## src/rtl/subckt_pkg.sv

```systemverilog
// rtl/subckt_pkg.sv - shared polynomials, FSM state type and step functions for the pattern driver
package subckt_pkg;

  localparam logic [15:0] LFSR_POLY = 16'hB400;
  localparam logic [15:0] MISR_POLY = 16'h1021;

  typedef enum logic [1:0] {
    IDLE = 2'd0,
    RUN  = 2'd1,
    DONE = 2'd2
  } state_t;

  // Galois right-shift LFSR: taps fold back in when the bit shifted out is set
  function automatic logic [15:0] lfsr_step(input logic [15:0] v);
    return (v >> 1) ^ (v[0] ? LFSR_POLY : 16'h0000);
  endfunction

  // Serial-input MISR: left shift with feedback, then fold the new response bit into bit 0
  function automatic logic [15:0] misr_step(input logic [15:0] s, input logic d);
    return {s[14:0], 1'b0} ^ (s[15] ? MISR_POLY : 16'h0000) ^ {15'b0, d};
  endfunction

endpackage

```

## src/rtl/subckt_misr.sv

```systemverilog
// rtl/subckt_misr.sv - 16-bit serial-input MISR with synchronous clear and enable
module subckt_misr
  import subckt_pkg::*;
(
  input  logic        clk,
  input  logic        rst_n,
  input  logic        clr,
  input  logic        en,
  input  logic        din,
  output logic [15:0] sig
);

  // Clear wins over enable so a new run always compacts from a zero signature
  always_ff @(posedge clk or negedge rst_n) begin
    if (!rst_n) begin
      sig <= '0;
    end else if (clr) begin
      sig <= '0;
    end else if (en) begin
      sig <= misr_step(sig, din);
    end
  end

endmodule

```

## src/rtl/subckt_pattern_driver.sv

```systemverilog
// rtl/subckt_pattern_driver.sv - LFSR pattern source and MISR response sink for a sub-circuit; SUBCKT_TOGGLE_CNT_EN adds toggle_cnt
module subckt_pattern_driver
  import subckt_pkg::*;
#(
  parameter int          N_IN    = 4,
  parameter int          NUM_PAT = 256,
  parameter logic [15:0] SEED    = 16'hACE1
) (
  input  logic                         clk,
  input  logic                         rst_n,
  input  logic                         start,
  output logic                         busy,
  output logic                         done,
  output logic [N_IN-1:0]              pat_out,
  input  logic                         resp_in,
  output logic [15:0]                  signature,
  output logic [$clog2(NUM_PAT+1)-1:0] pat_cnt
`ifdef SUBCKT_TOGGLE_CNT_EN
  ,
  output logic [31:0]                  toggle_cnt
`endif
);

  localparam int               CNT_W    = $clog2(NUM_PAT + 1);
  localparam logic [CNT_W-1:0] LAST_CNT = CNT_W'(NUM_PAT - 1);
  localparam logic [CNT_W-1:0] MAX_CNT  = CNT_W'(NUM_PAT);

  if (NUM_PAT < 1) begin : g_bad_num_pat
    $error("subckt_pattern_driver: NUM_PAT must be at least 1");
  end
  if (N_IN < 1 || N_IN > 16) begin : g_bad_n_in
    $error("subckt_pattern_driver: N_IN must be in 1..16");
  end

  state_t      state_q;
  state_t      state_d;
  logic [15:0] lfsr;
  logic [15:0] lfsr_next;
  logic        accept;
  logic        running;
  logic        last_pat;

  assign accept    = (state_q == IDLE) && start;
  assign running   = (state_q == RUN);
  assign last_pat  = running && (pat_cnt == LAST_CNT);
  assign lfsr_next = lfsr_step(lfsr);

  // State register
  always_ff @(posedge clk or negedge rst_n) begin
    if (!rst_n) begin
      state_q <= IDLE;
    end else begin
      state_q <= state_d;
    end
  end

  // Next state: start only matters in IDLE, DONE always falls back to IDLE
  always_comb begin
    state_d = state_q;
    case (state_q)
      IDLE:    if (start) state_d = RUN;
      RUN:     if (last_pat) state_d = DONE;
      DONE:    state_d = IDLE;
      default: state_d = IDLE;
    endcase
  end

  // Status outputs decoded from the current state
  always_comb begin
    busy = 1'b0;
    done = 1'b0;
    case (state_q)
      RUN:  busy = 1'b1;
      DONE: begin
        busy = 1'b1;
        done = 1'b1;
      end
      default: ;
    endcase
  end

  // LFSR, pattern register and pattern counter; pat_out is forced to zero on the way into DONE
  always_ff @(posedge clk or negedge rst_n) begin
    if (!rst_n) begin
      lfsr    <= SEED;
      pat_cnt <= '0;
      pat_out <= '0;
    end else if (accept) begin
      lfsr    <= SEED;
      pat_cnt <= '0;
      pat_out <= SEED[N_IN-1:0];
    end else if (running) begin
      lfsr <= lfsr_next;
      if (pat_cnt != MAX_CNT) begin
        pat_cnt <= pat_cnt + CNT_W'(1);
      end
      pat_out <= last_pat ? '0 : lfsr_next[N_IN-1:0];
    end
  end

  subckt_misr u_misr (
    .clk   (clk),
    .rst_n (rst_n),
    .clr   (accept),
    .en    (running),
    .din   (resp_in),
    .sig   (signature)
  );

`ifdef SUBCKT_TOGGLE_CNT_EN
  logic [N_IN-1:0] prev_pat;
  logic [32:0]     toggle_sum;

  assign toggle_sum = {1'b0, toggle_cnt} + 33'($countones(pat_out ^ prev_pat));

  // prev_pat trails pat_out by one cycle and is zero on the first RUN cycle, so the IDLE->first edge counts
  always_ff @(posedge clk or negedge rst_n) begin
    if (!rst_n) begin
      prev_pat   <= '0;
      toggle_cnt <= '0;
    end else begin
      prev_pat <= pat_out;
      if (accept) begin
        toggle_cnt <= '0;
      end else if (running) begin
        toggle_cnt <= toggle_sum[32] ? '1 : toggle_sum[31:0];
      end
    end
  end
`endif

endmodule

```

## config.mk

```make
export PLATFORM = sky130hd
export DESIGN_NAME = subckt_pattern_driver
export DESIGN_NICKNAME = d
export VERILOG_FILES = /design/src/rtl/subckt_pkg.sv /design/src/rtl/subckt_misr.sv /design/src/rtl/subckt_pattern_driver.sv
export SDC_FILE = /design/constraint.sdc
export NUM_CORES = 1
export LEC_CHECK = 0
export ABC_AREA = 1
export BUFFER_PORTS_ARGS = -buffer_cell sky130_fd_sc_hd__buf_2
export CAP_MARGIN = 15
export CORE_UTILIZATION = 55
export DETAILED_ROUTE_END_ITERATION = 10
export HOLD_SLACK_MARGIN = 0.12
export PLACE_DENSITY = 0.87
export SLEW_MARGIN = 40
export SYNTH_ARGS = -nofsm -noshare
export SYNTH_HDL_FRONTEND = slang
export SYNTH_HIERARCHICAL = 1
export SYNTH_SLANG_ARGS = --single-unit
```

## constraint.sdc

```tcl
create_clock -name clk -period 2 [get_ports clk]
set_input_delay 0 -clock clk [delete_from_list [all_inputs] [get_ports clk]]
set_output_delay 0 -clock clk [all_outputs]
set_load 0.01 [all_outputs]
```

==> impl_metrics.sql <==
INSERT INTO impl_metrics (metric_group, metric, value, unit) VALUES
('synthesis', 'syn_avg_cell_area', '8.67', 'sq um'),
('synthesis', 'post_synth_and_or_nand_nor_area_fraction', '0.262', ''),
('worst_setup_path', 'timing.critical_path.fanout_max', '15', ''),
('synthesis', 'synth_mux_area_frac', '0', ''),
('worst_setup_path', 'worstSetupStartpointType', 'flop', ''),
('final_layout', 'antenna_cells', '0', ''),
('timing', 'max_slew_violation_count', '0', ''),
('place', 'place_ws', '0.138', 'ns'),
('run', 'max-cap-violations', '0', ''),
('worst_setup_path', 'timing.reg2reg.setup_slack', '0.18', 'ns'),
('global_routing', 'met1_usage_grt', '0.279', ''),
('global_routing', 'first_global_vias', '1603', ''),
('worst_setup_path', 'cp_data_arrival_time', '2.07', 'ns'),
('synthesis', 'yosys-top-cells-area', 'dfrtp_1, nand2_1, dfstp_2, inv_1, ha_1', ''),
('clocking', 'ctsHtreeMaxLevel', '2', ''),
('global_routing', 'grt_antenna_before_repair', '0', ''),
('worst_setup_path', 'crit_required', '2.25', 'ns'),
('synthesis', 'yosys_register_bits', '47', ''),
('pwr', 'comb_power_share', '0.180', ''),
('clocking', 'postCtsSetupBuffers', '0', ''),
('place', 'final_weighted_congestion_in_routability_driven_placement', '0.804', ''),
('clocking', 'cts-root-buf', 'clkbuf_8', ''),
('drt', 'drt-vias-per-instance', '5.09', ''),
('floorplanning', 'die_height', '65.3', 'um'),
('timing', 'setup_violations', '0', ''),
('timing', 'timing.final.ws_setup', '0.179', 'ns'),
('final_layout', 'most-common-layout-cells', 'nand2_1, dfrtp_1, buf_2', ''),
('floorplanning', 'die_span_in_x', '65.3', 'um'),
('synthesis', 'synth.yosys.seq_area_share', '0.539', ''),
('place', 'dp_hpwl', '2830', 'um'),
('timing', 'hold_viol_final', '0', ''),
('global_routing', 'global_route_wire_length_before_repair', '7050', 'um'),
('synthesis', 'yosys.area.top_type', 'dfrtp_1', ''),
('floorplanning', 'floorplan.initialDensity', '0.588', ''),
('worst_hold_path', 'timing.hold.worst.class', 'in2async', ''),
('final_layout', 'layout-drive-gt1-share', '0.229', ''),
('final_layout', 'nNetsFinal', '307', ''),
('synthesis', 'synth-xor-area-share', '0.0159', ''),
('pwr', 'internal_power', '1.65', 'mW'),
('drt', 'routed_wire_length_per_instance', '12.0', 'um'),
('clocking', 'tritoncts.num_buffers', '5', ''),
('synthesis', 'post-synth-top-area-fraction', '0.443', ''),
('timing', 'fmaxAchievable', '549', 'MHz'),
('global_routing', 'gr-usage-met3', '0.0451', ''),
('pwr', 'pwr-share-seq', '0.526', ''),
('global_routing', 'global_route.peak_usage_layer', 'met2', ''),
('global_routing', 'globalRouteMet2Util', '0.365', ''),
('timing', 'rsz0062_at_grt', 'false', ''),
('clocking', 'cts.clk_slew.worst_paths', '0.09', 'ns'),
('global_routing', 'grt_start_max_net_pins', '48', ''),
('timing', 'period_share', '0.910', ''),
('clocking', 'clock_tree.buffer_depth', '2', ''),
('synthesis', 'dominant_combinational_cell_family_by_area_after_synthesis', 'simple AND/OR/NAND/NOR gates', ''),
('synthesis', 'synth_adder_area_share', '0.0398', ''),
('timing', 'setup_tns', '0', 'ns'),
('pwr', 'pwr_density_cell', '910', 'nW/um^2'),
('drt', 'detail-route-antenna-nets', '0', ''),
('drt', 'routed-via-count', '1756', ''),
('final_layout', 'multi_input_comb_area', '876', 'sq um'),
('floorplanning', 'std_cell_rows', '22', ''),
('drt', 'detail_route.drc_violations', '0', ''),
('final_layout', 'num-fill-cells', '296', ''),
('timing', 'post-route-min-period', '1.82', 'ns'),
('timing', 'slew_headroom', '0.631', ''),
('drt', 'firstDrtPassIters', '4', ''),
('floorplanning', 'core', '3740', 'sq um'),
('run_status', 'status', 'complete, no violations', ''),
('timing', 'whs', '0.299', 'ns'),
('timing', 'skew', '0.00933', 'ns'),
('global_routing', 'track_usage', '0.222', ''),
('clocking', 'cts_tree', 'yes', '');
==> worst paths after layout <==
check / to / cells after the start
max: pat_cnt[4]$_DFFE_PN0P_ / 9
min: u_misr/sig[10]$_DFFE_PN0P_ / 3
max reg2reg: pat_cnt[4]$_DFFE_PN0P_ / 9
min reg2reg: lfsr[11]$_DFFE_PN1P_ / 2
max in group asynchronous: lfsr[13]$_DFFE_PN1P_ / 3
min in group clk: lfsr[11]$_DFFE_PN1P_ / 2
==> through the flow <==
step | cell area [sq um] | power [mW] | instances | utilization
after global placement | 2420 | 1.66 | 334 | 0.645
after floorplan | 2200 | 1.45 | 254 | -
after detailed placement | 2420 | 1.68 | 334 | 0.645
after global routing | 2570 | 2.48 | 345 | 0.687
final | 2570 | 2.34 | 345 | 0.687
after CTS | 2560 | 2.37 | 345 | 0.683
==> registers in the layout (all words and copies together) (netlist names) <==
name,cells
pat_cnt,9
lfsr,16
pat_out,4
state_q,2
u_misr/sig,16
==> area by class of cell <==
| type | instances | share of cell area |
|---|---|---|
| clock buffers | 5 | 0.0268 |
| clock inverters | 3 | 0.0170 |
| inverters | 34 | 0.0506 |
| multi-input cells | 170 | 0.340 |
| flip-flops and latches | 47 | 0.461 |
| well taps | 48 | 0.0233 |
| repair buffers | 38 | 0.0807 |
==> kinds of logic after synthesis <==
group                      after synthesis
adders and majority gates                7
DFF                                     47
AOI/OAI and AO/OA                       26
buffers and inverters                   37
xor gates and xnor gates                 4
and+or+nand+nor                        133
==> power by group through the flow <==
stage | clock network, mW | registers [mW] | logic [mW]
after floorplan | 0 | 1.31 | 0.149
after global placement | 0 | 1.24 | 0.413
after detailed placement | 0 | 1.25 | 0.427
after CTS | 0.705 | 1.23 | 0.431
after global routing | 0.749 | 1.25 | 0.482
final | 0.689 | 1.23 | 0.422
==> synth_stat cells, drive strengths merged <==
cell type	instances
nand2	96
dfrtp	39
inv	34
nor2	25
nand3	9
o21ai	9
dfstp	8
ha	7
a22oi	6
a21oi	4
o22ai	4
buf	3
o31ai	3
xnor2	3
nor3	2
nor4	1
xor2	1
==> per-layer routing <==
metal / part of all wire / wire length (um)
met1: 0.46 / 1900
met2: 0.49 / 2010
met3: 0.039 / 162
met4: 0.016 / 65
met5: 0 / 0
==> worst max-delay path, cell delays in order (launching register included) <==
cell,delay (ns)
dfrtp_1,0.38
inv_1,0.09
ha_1,0.21
nand2_2,0.12
inv_2,0.12
nor2_4,0.32
inv_2,0.15
o21ai_2,0.19
nand2_1,0.10
nand2_1,0.09
==> repair_timing <==
action / 4_1_cts / 5_1_grt
gates resized for setup: 0 / 3
hold buffers: 3 / 0
endpoints found under the hold margin: 43 / 0
setup endpoints to repair: 0 / 2
Note: power is estimated with default switching activity, not from simulation.
